===== src/rtl/instr_fetch.sv =====
// instr_fetch: fetch stage upstream of the execute core.
//
// Reads a byte-wide instruction memory one byte per request (one request
// outstanding, variable latency), assembles little-endian 32-bit RV32
// instructions and presents them downstream on a valid/ready handshake.
// Execute may redirect the fetch PC at any time (taken branch, JAL).
//
// Optional feature macro: IFETCH_ALIGN_CHECK_EN
//   defined   : a misaligned fetch PC parks the stage in FAULT until redirect
//   undefined : pc[1:0] is cleared on every load and fault is tied low
//
// Ports:
//   clk            in   clock, all logic on posedge
//   rst            in   synchronous active-high reset
//   mem_req        out  one-cycle byte read request
//   mem_addr       out  byte address (low ADDR_W bits of pc+idx)
//   mem_rvalid     in   read data valid, one per request
//   mem_rdata      in   read byte
//   instr_valid    out  instr_out/pc_out hold a complete instruction
//   instr_ready    in   downstream accepts
//   instr_out      out  assembled instruction {b3,b2,b1,b0}
//   pc_out         out  address of instr_out
//   redirect_valid in   load redirect_pc as the next fetch PC
//   redirect_pc    in   redirect target
//   fault          out  misaligned-PC fault
//
// States:
//   S_REQ   | issue a byte request for pc+idx
//   S_WAIT  | waiting for the byte response, write it into lane idx
//   S_HOLD  | complete instruction presented, waiting for transfer
//   S_DRAIN | redirect arrived with a response outstanding; drop that byte
//   S_FAULT | misaligned pc, stalled until redirect

module instr_fetch #(
  parameter logic [31:0] RESET_PC = 32'h0,
  parameter int          ADDR_W   = 10
) (
  input  logic              clk,
  input  logic              rst,
  output logic              mem_req,
  output logic [ADDR_W-1:0] mem_addr,
  input  logic              mem_rvalid,
  input  logic [7:0]        mem_rdata,
  output logic              instr_valid,
  input  logic              instr_ready,
  output logic [31:0]       instr_out,
  output logic [31:0]       pc_out,
  input  logic              redirect_valid,
  input  logic [31:0]       redirect_pc,
  output logic              fault
);

  typedef enum logic [2:0] {
    S_REQ   = 3'd0,
    S_WAIT  = 3'd1,
    S_HOLD  = 3'd2,
    S_DRAIN = 3'd3,
    S_FAULT = 3'd4
  } state_t;

  state_t      state_q, state_d;
  logic [31:0] pc_q, pc_d;
  logic [1:0]  idx_q, idx_d;
  logic [31:0] instr_q, instr_d;
  logic        req_misaligned;

  // Every PC load goes through here so the alignment policy lives in one place.
  function automatic logic [31:0] load_pc(input logic [31:0] p);
`ifdef IFETCH_ALIGN_CHECK_EN
    return p;
`else
    return p & ~32'h3;
`endif
  endfunction

  localparam logic [31:0] PC_INIT = load_pc(RESET_PC);

`ifdef IFETCH_ALIGN_CHECK_EN
  // Only reachable straight out of reset with a misaligned RESET_PC; every
  // other entry into S_REQ is screened in the next-state logic.
  assign req_misaligned = (idx_q == 2'd0) && (pc_q[1:0] != 2'b00);
`else
  assign req_misaligned = 1'b0;
`endif

  always_ff @(posedge clk) begin
    if (rst) begin
      state_q <= S_REQ;
      pc_q    <= PC_INIT;
      idx_q   <= 2'd0;
      instr_q <= 32'h0;
    end else begin
      state_q <= state_d;
      pc_q    <= pc_d;
      idx_q   <= idx_d;
      instr_q <= instr_d;
    end
  end

  always_comb begin
    state_d = state_q;
    pc_d    = pc_q;
    idx_d   = idx_q;
    instr_d = instr_q;

    case (state_q)
      S_REQ: begin
        state_d = req_misaligned ? S_FAULT : S_WAIT;
      end
      S_WAIT: begin
        if (mem_rvalid) begin
          instr_d[8*idx_q +: 8] = mem_rdata;
          if (idx_q == 2'd3) begin
            state_d = S_HOLD;
          end else begin
            idx_d   = idx_q + 2'd1;
            state_d = S_REQ;
          end
        end
      end
      S_HOLD: begin
        if (instr_ready) begin
          pc_d    = pc_q + 32'd4;
          idx_d   = 2'd0;
          state_d = S_REQ;
        end
      end
      S_DRAIN: begin
        if (mem_rvalid) state_d = S_REQ;
      end
      S_FAULT: begin
        state_d = S_FAULT;
      end
      default: begin
        state_d = S_REQ;
      end
    endcase

    // Redirect overrides sequential advance. A transfer in the same cycle
    // still completes because instr_valid is derived from state_q. A byte
    // arriving alongside the redirect belongs to the old stream and is
    // dropped; only a still-outstanding response needs DRAIN.
    if (redirect_valid) begin
      pc_d    = load_pc(redirect_pc);
      idx_d   = 2'd0;
      instr_d = instr_q;
      if ((state_q == S_WAIT || state_q == S_DRAIN) && !mem_rvalid)
        state_d = S_DRAIN;
      else
        state_d = S_REQ;
    end

`ifdef IFETCH_ALIGN_CHECK_EN
    if (state_d == S_REQ && idx_d == 2'd0 && pc_d[1:0] != 2'b00)
      state_d = S_FAULT;
`endif
  end

  // A redirect seen in S_REQ cancels the request so that no response is left
  // outstanding when fetch restarts at the new target.
  assign mem_req     = (state_q == S_REQ) && !redirect_valid && !rst && !req_misaligned;
  assign mem_addr    = pc_q[ADDR_W-1:0] + ADDR_W'(idx_q);
  assign instr_valid = (state_q == S_HOLD);
  assign instr_out   = instr_q;
  assign pc_out      = pc_q;

`ifdef IFETCH_ALIGN_CHECK_EN
  assign fault = (state_q == S_FAULT);
`else
  assign fault = 1'b0;
`endif

endmodule


===== config.mk =====
export PLATFORM = sky130hd
export DESIGN_NAME = instr_fetch
export DESIGN_NICKNAME = d
export VERILOG_FILES = /design/src/rtl/instr_fetch.sv
export SDC_FILE = /design/constraint.sdc
export NUM_CORES = 1
export LEC_CHECK = 0
export ABC_CLOCK_PERIOD_IN_PS = 1900
export BUFFER_PORTS_ARGS = -buffer_cell sky130_fd_sc_hd__buf_4
export CORE_MARGIN = 4
export CORE_UTILIZATION = 45
export DETAILED_ROUTE_END_ITERATION = 8
export GPL_TIMING_DRIVEN = 0
export PLACE_DENSITY = 0.85
export SLEW_MARGIN = 20
export SYNTH_ARGS = -nofsm -noshare
export SYNTH_HDL_FRONTEND = slang
export SYNTH_SLANG_ARGS = --single-unit

===== constraint.sdc =====
create_clock -name clk -period 1.9 [get_ports clk]
set_input_delay 0.38 -clock clk [delete_from_list [all_inputs] [get_ports clk]]
set_output_delay 0.38 -clock clk [all_outputs]
set_load 0.05 [all_outputs]

==> results of run 1 <==
## per-stage QoR
stage                     instance area, um2  utilization [%]
after floorplan                         3540                -
after global placement                  4530             61.8
after detailed placement                4530             61.8
after CTS                               4910             67.0
after global routing                    5200             70.9
final                                   5200             70.9
## power breakdown
part / switching [mW] / internal (mW)
clock: 0.601 / 0.564
combinational: 0.448 / 0.268
sequential: 0.0705 / 1.45
## kinds of logic (layout without fill, tap and decap cells)
logic type / after synthesis / count (layout) / share of synthesized area [%]
AND/OR/NAND/NOR: 197 / 197 / 29.9
AO/OA/AOI/OAI: 94 / 94 / 18.6
flip-flops: 67 / 67 / 39.3
buffers and inverters: 47 / 218 / 8.17
XOR/XNOR: 7 / 7 / 1.79
adder cells (fa/ha/maj): 6 / 6 / 2.20
other: 1 / 3 / 0.110
## routing by layer
metal | part of all wire, % | global-route usage (%)
met3 | 12 | 5.92
met4 | 3.3 | 11.5
met2 | 46 | 39.4
met5 | 0 | 0
met1 | 39 | 31.3
## area by class of cell
| type | count | area (um2) |
|---|---|---|
| fill | 544 | 2130 |
| tap | 99 | 124 |
| sequential | 67 | 1420 |
| clock inverter | 6 | 43.8 |
| timing repair buffer | 158 | 1200 |
| clock buffer | 10 | 149 |
| multi-input combinational | 307 | 1960 |
| buffer | 34 | 265 |
| inverter | 10 | 41.3 |
## layout by cell type (no fill, tap or decap), types with 3 or more instances in the layout
master         count
a211oi_1          10
a311oi_2           4
buf_6              8
or3_1              4
nor4_1             6
buf_4            163
and2_1             3
xor2_1             5
dfxtp_1           42
dfxtp_4           17
clkbuf_8          10
a311oi_1          13
a21oi_1           35
dfxtp_2            8
clkbuf_1           9
ha_1               4
nand4_1           12
inv_1              8
and3_1             8
conb_1             3
nor2_1            31
dlygate4sd1_1      3
nand3_1           50
or4_1              9
o31ai_1           13
o21ai_0            6
or4_4              4
nand2_1           45
## worst min path at each step
stage / from / endpoint
after CTS: redirect_pc[11] / pc_out[11]
after floorplan: state_q[1] / state_q[1]
after global routing: redirect_pc[11] / pc_out[11]
final: redirect_pc[11] / pc_out[11]
after detailed placement: instr_out[19] / instr_out[19]
after global placement: instr_out[16] / instr_out[16]
## registers in the layout (all words and copies together), names as in the netlist
signal / flops
state_q: 3
idx_q: 2
pc_out: 30
instr_out: 32
## worst min-delay path, stage by stage
cell and delay [ns]:
buf_4 0.11, nor2_1 0.07, a311oi_1 0.05
## timing repair
item,4_1_cts,5_1_grt
resized for setup,18,32
buffers inserted,18,21
endpoints found under the setup margin,17,46
cloned,0,3
pin swaps,13,13
==> flow_metrics.tcl, run 1 <==
set metrics [dict create \
    hold_depth 3 \
    wl_um 12400 \
    wl_per_cell_um 17.9 \
    place_inst 636 \
    fmax_mhz 511 \
    final_hold_viol_count 0 \
    vdd_ir_drop_max_uv 493 \
    timing_worst_setup_path_type "flip-flop to flip-flop" \
    route.detailed.drc 0 \
    yosysUniqueCellTypes 50 \
    status "complete, but fails checks" \
    crit_cells 4 \
    cp_common_cell "or4_4" \
    fp.dieW_um 95.1 \
    async_flop_share_pct 0 \
    finalNonFillerCells 691 \
    critPathLaunch "pc_out[10]" \
    yosysWarnings 0 \
    finalPower_mw 3.40 \
    crit_chain "nand3_4 > or4_4 > or4_4 > a311oi_2" \
    arrival_ns 2.22 \
    cts_htree_levels 3 \
    diodes 0 \
    antenna_found_initial 0 \
    grt_pass1_wl_um 17400 \
    initial_core_util_pct 46.6 \
    cts_root_buf "clkbuf_8" \
    synthFlopType "dfxtp_1" \
    crit_path_start_kind "flip-flop" \
    clk_pin_slew_ns 0.08 \
    synth.cells.most_frequent "dfxtp_1 (67), nand3_1 (51), nand2_1 (47), a21oi_1 (35), nor2_1 (31)" \
    fin_crit_sh_pct 103 \
    nets 638 \
    power.density_nw_per_um2 654 \
    place_ws_ns -0.182 \
    clkSinkCount 67 \
    cts_max_path_buffers 2 \
    port-buffer-count 116 \
    fin_worst_skew_ns 0.00852 \
    die_h_um 95.1 \
    r2r-start "pc_out[10]" \
    crit_path_end "pc_out[24]" \
    reg2reg_setup_slack_ns -0.06 \
    drive_gt1_share_pct 42.6 \
    io_pins 122 \
    synthToLayoutAreaGrowth_pct 52.2 \
    syn_area_per_cell_um2 8.15 \
    track_usage_pct 24.7 \
    cts_tree "done" \
    worst_pin_slew_ns 0.675 \
    tns_ns -0.0991 \
    die-area_um2 9050 \
    cp_slowest_cell "or4_4" \
    grt_pass1_vias 3606 \
    synth_edf_count 0 \
    path_max_fanout 8 \
    hpwlAfterDp_um 8130 \
    syn_inst 419 \
    drv_slew 0 \
    synth_top_area_share_pct 39.3 \
    firstDrtPassIters 5 \
    hold-worst-slack_ns 0.296 \
    gp_congestion 0.885 \
    grt_overflow_total 0 \
    leakagePower_nw 2.12 \
    cap_violations 0 \
    yosysTopAreaCell "dfxtp_1" \
    vias 4077 \
    ys_top_cells_by_area "dfxtp_1 (39%), nand3_1 (7.5%), nand2_1 (5.2%)" \
    cts-hold-fix-buffers 0 \
    insertion_delay_ns 0.35 \
    postRouteAntennaNets 0 \
    drt_iter0_markers 267 \
    rows 31 \
    path_delay_family "simple AND/OR/NAND/NOR gates" \
    rsz0062_at_grt "yes" \
    maxSlewHeadroom_pct 54.6 \
    hp-class "primary input to flip-flop" \
    layout_setup_ws_ns -0.0564 \
    synthMostInstantiatedCell "dfxtp_1" \
    failed_checks "negative setup slack" \
    grt_max_degree 16 \
    core_um2 7330 \
    synth-seq-cells 67 \
    seq_area_frac_synth_pct 39.3 \
    path_buf_inv 0 \
    netlist_area_um2 3420 \
    r2r-end "pc_out[24]" \
    cp-end-kind "flip-flop" \
    viasPerCell 5.90 \
    critPathMaxStageDelay_ns 0.60 \
    r2r_cells 4 \
    post-route-min-period_ns 1.96 \
    finalSetupViolCount 4 \
    cts_buffers 9 \
    required_ns 2.17 \
]
No activity file was read; power rests on OpenSTA's default activity.
==> run 2: changes to the inputs <==
Settings changed: PLACE_DENSITY 0.85 to 0.76.
==> run 2 against run 1 <==
  * The run still ends with negative setup slack left
  * First-iteration DRC count fell by 4.5%
  * Count of clock-buffer cells in the layout rose by 2
  * Combinational power rose by 0.8%
  * Maximum frequency rose by 1.7%
  * Non-clock buffer count fell by 6
  * Power rose by 6.7%
  * Critical path depth rose by 2
  * Largest cell class unchanged
==> flow_metrics.tcl, run 2 (synthesized netlist as in run 1, its figures left out) <==
set metrics [dict create \
    hp-class "primary input to flip-flop" \
    viasPerCell 5.80 \
    drt_iter0_markers 255 \
    grt_use_met2_pct 41.9 \
    cts_root_buf "clkbuf_8" \
    met1_usage_pct 33.9 \
    grt_pass1_vias 3573 \
    drv_slew 0 \
    grt_max_degree 16 \
    io_pins 122 \
    clkSinkCount 67 \
    wl_per_cell_um 17.7 \
    tns_ns -0.0573 \
    fp.dieW_um 95.1 \
    diodes 0 \
    layout_setup_ws_ns -0.0246 \
    worst_pin_slew_ns 0.668 \
    cap_violations 0 \
    finalNonFillerCells 685 \
    drive_gt1_share_pct 43.2 \
    track_usage_pct 25.4 \
    finalSetupViolCount 5 \
    grt_pass1_wl_um 18100 \
    hpwlAfterDp_um 8150 \
    busiest_layer "met2" \
    route.detailed.drc 0 \
    port-buffer-count 116 \
    core_um2 7330 \
    grt_overflow_total 0 \
    leakagePower_nw 2.12 \
    die-area_um2 9050 \
    cp-end-kind "flip-flop" \
    rsz0062_at_grt "yes" \
    post-route-min-period_ns 1.92 \
    rows 31 \
    status "complete, but fails checks" \
    power.density_nw_per_um2 690 \
    vdd_ir_drop_max_uv 444 \
    place_inst 636 \
    place_ws_ns -0.253 \
    cts_max_path_buffers 2 \
    met3_usage_pct 4.66 \
    path_max_fanout 4 \
    largest_reg_flops 32 \
    postRouteAntennaNets 0 \
    fin_worst_skew_ns 0.00954 \
    timing_worst_setup_path_type "flip-flop to flip-flop" \
    gp_congestion 0.851 \
    clk_pin_slew_ns 0.08 \
    crit_path_start_kind "flip-flop" \
    cts_tree "done" \
    hold-worst-slack_ns 0.303 \
    required_ns 2.14 \
    antenna_found_initial 0 \
    die_h_um 95.1 \
    fmax_mhz 520 \
    vias 3972 \
    cts_htree_levels 3 \
    final_hold_viol_count 0 \
    initial_core_util_pct 46.6 \
    fin_crit_sh_pct 101 \
    cts_buffers 9 \
    arrival_ns 2.16 \
    synthToLayoutAreaGrowth_pct 54.0 \
    layout_common_cells "buf_4 (161), nand3_1 (50), nand2_1 (44), dfxtp_1 (42), a21oi_1 (35)" \
    failed_checks "negative setup slack" \
    firstDrtPassIters 5 \
    insertion_delay_ns 0.34 \
    maxSlewHeadroom_pct 55.5 \
    finalPower_mw 3.63 \
    nets 632 \
    wl_um 12100 \
    final_common_cell "buf_4" \
]
## run 2: final timing paths
| check | startpoint | to | slack [ns] | depth (start not counted) |
|---|---|---|---|---|
| setup / recovery | state_q[0] | pc_out[20] | -0.02 | 6 |
| hold / removal | redirect_pc[11] | pc_out[11] | 0.30 | 3 |
| setup reg to reg | state_q[0] | pc_out[20] | -0.02 | 6 |
| hold reg to reg | instr_out[15] | instr_out[15] | 0.45 | 2 |
## run 2: layer usage
metal  share of wire [%]  vias to the layer above
li1                    -                     1875
met1                  41                     1875
met5                   0                        -
met4                 1.8                        0
met3                 8.9                       23
met2                  48                      199
## run 2: layout make-up
| type | count | area [um2] |
|---|---|---|
| inverters | 10 | 41.3 |
| clock inverters | 4 | 52.6 |
| clock buffers | 12 | 188 |
| multi-input cells | 307 | 2020 |
| plain buffers | 34 | 245 |
| well taps | 99 | 124 |
| flip-flops and latches | 67 | 1420 |
| repair buffers | 152 | 1170 |
| fillers | 558 | 2070 |
## run 2: critical path, stage by stage, from the launching register on
cell,delay [ns]
dfxtp_4,0.35
and4bb_2,0.36
buf_6,0.15
nand2_8,0.07
buf_6,0.12
or4_1,0.51
a311oi_1,0.28
## run 2: power by group
group	switching, mW	internal, mW	leakage (nW)	total (mW)
logic	0.450	0.272	1.44	0.722
registers	0.0687	1.45	0.561	1.52
clock network	0.582	0.804	0.123	1.39
## run 2: repair_timing
| item | CTS | global route |
|---|---|---|
| buffers inserted | 24 | 11 |
| gates resized for setup | 25 | 32 |
| setup endpoints to repair | 17 | 46 |
| cloned | 0 | 1 |
| hold buffers | 0 | 0 |
| pin swaps | 12 | 15 |
## run 2: stage by stage
| stage | instance area [um2] | utilization, % |
|---|---|---|
| finish | 5260 | 71.7 |
| global route | 5260 | 71.7 |
| CTS | 5030 | 68.6 |
| detailed placement | 4530 | 61.8 |
| global placement | 4530 | 61.8 |
| floorplan | 3540 | - |
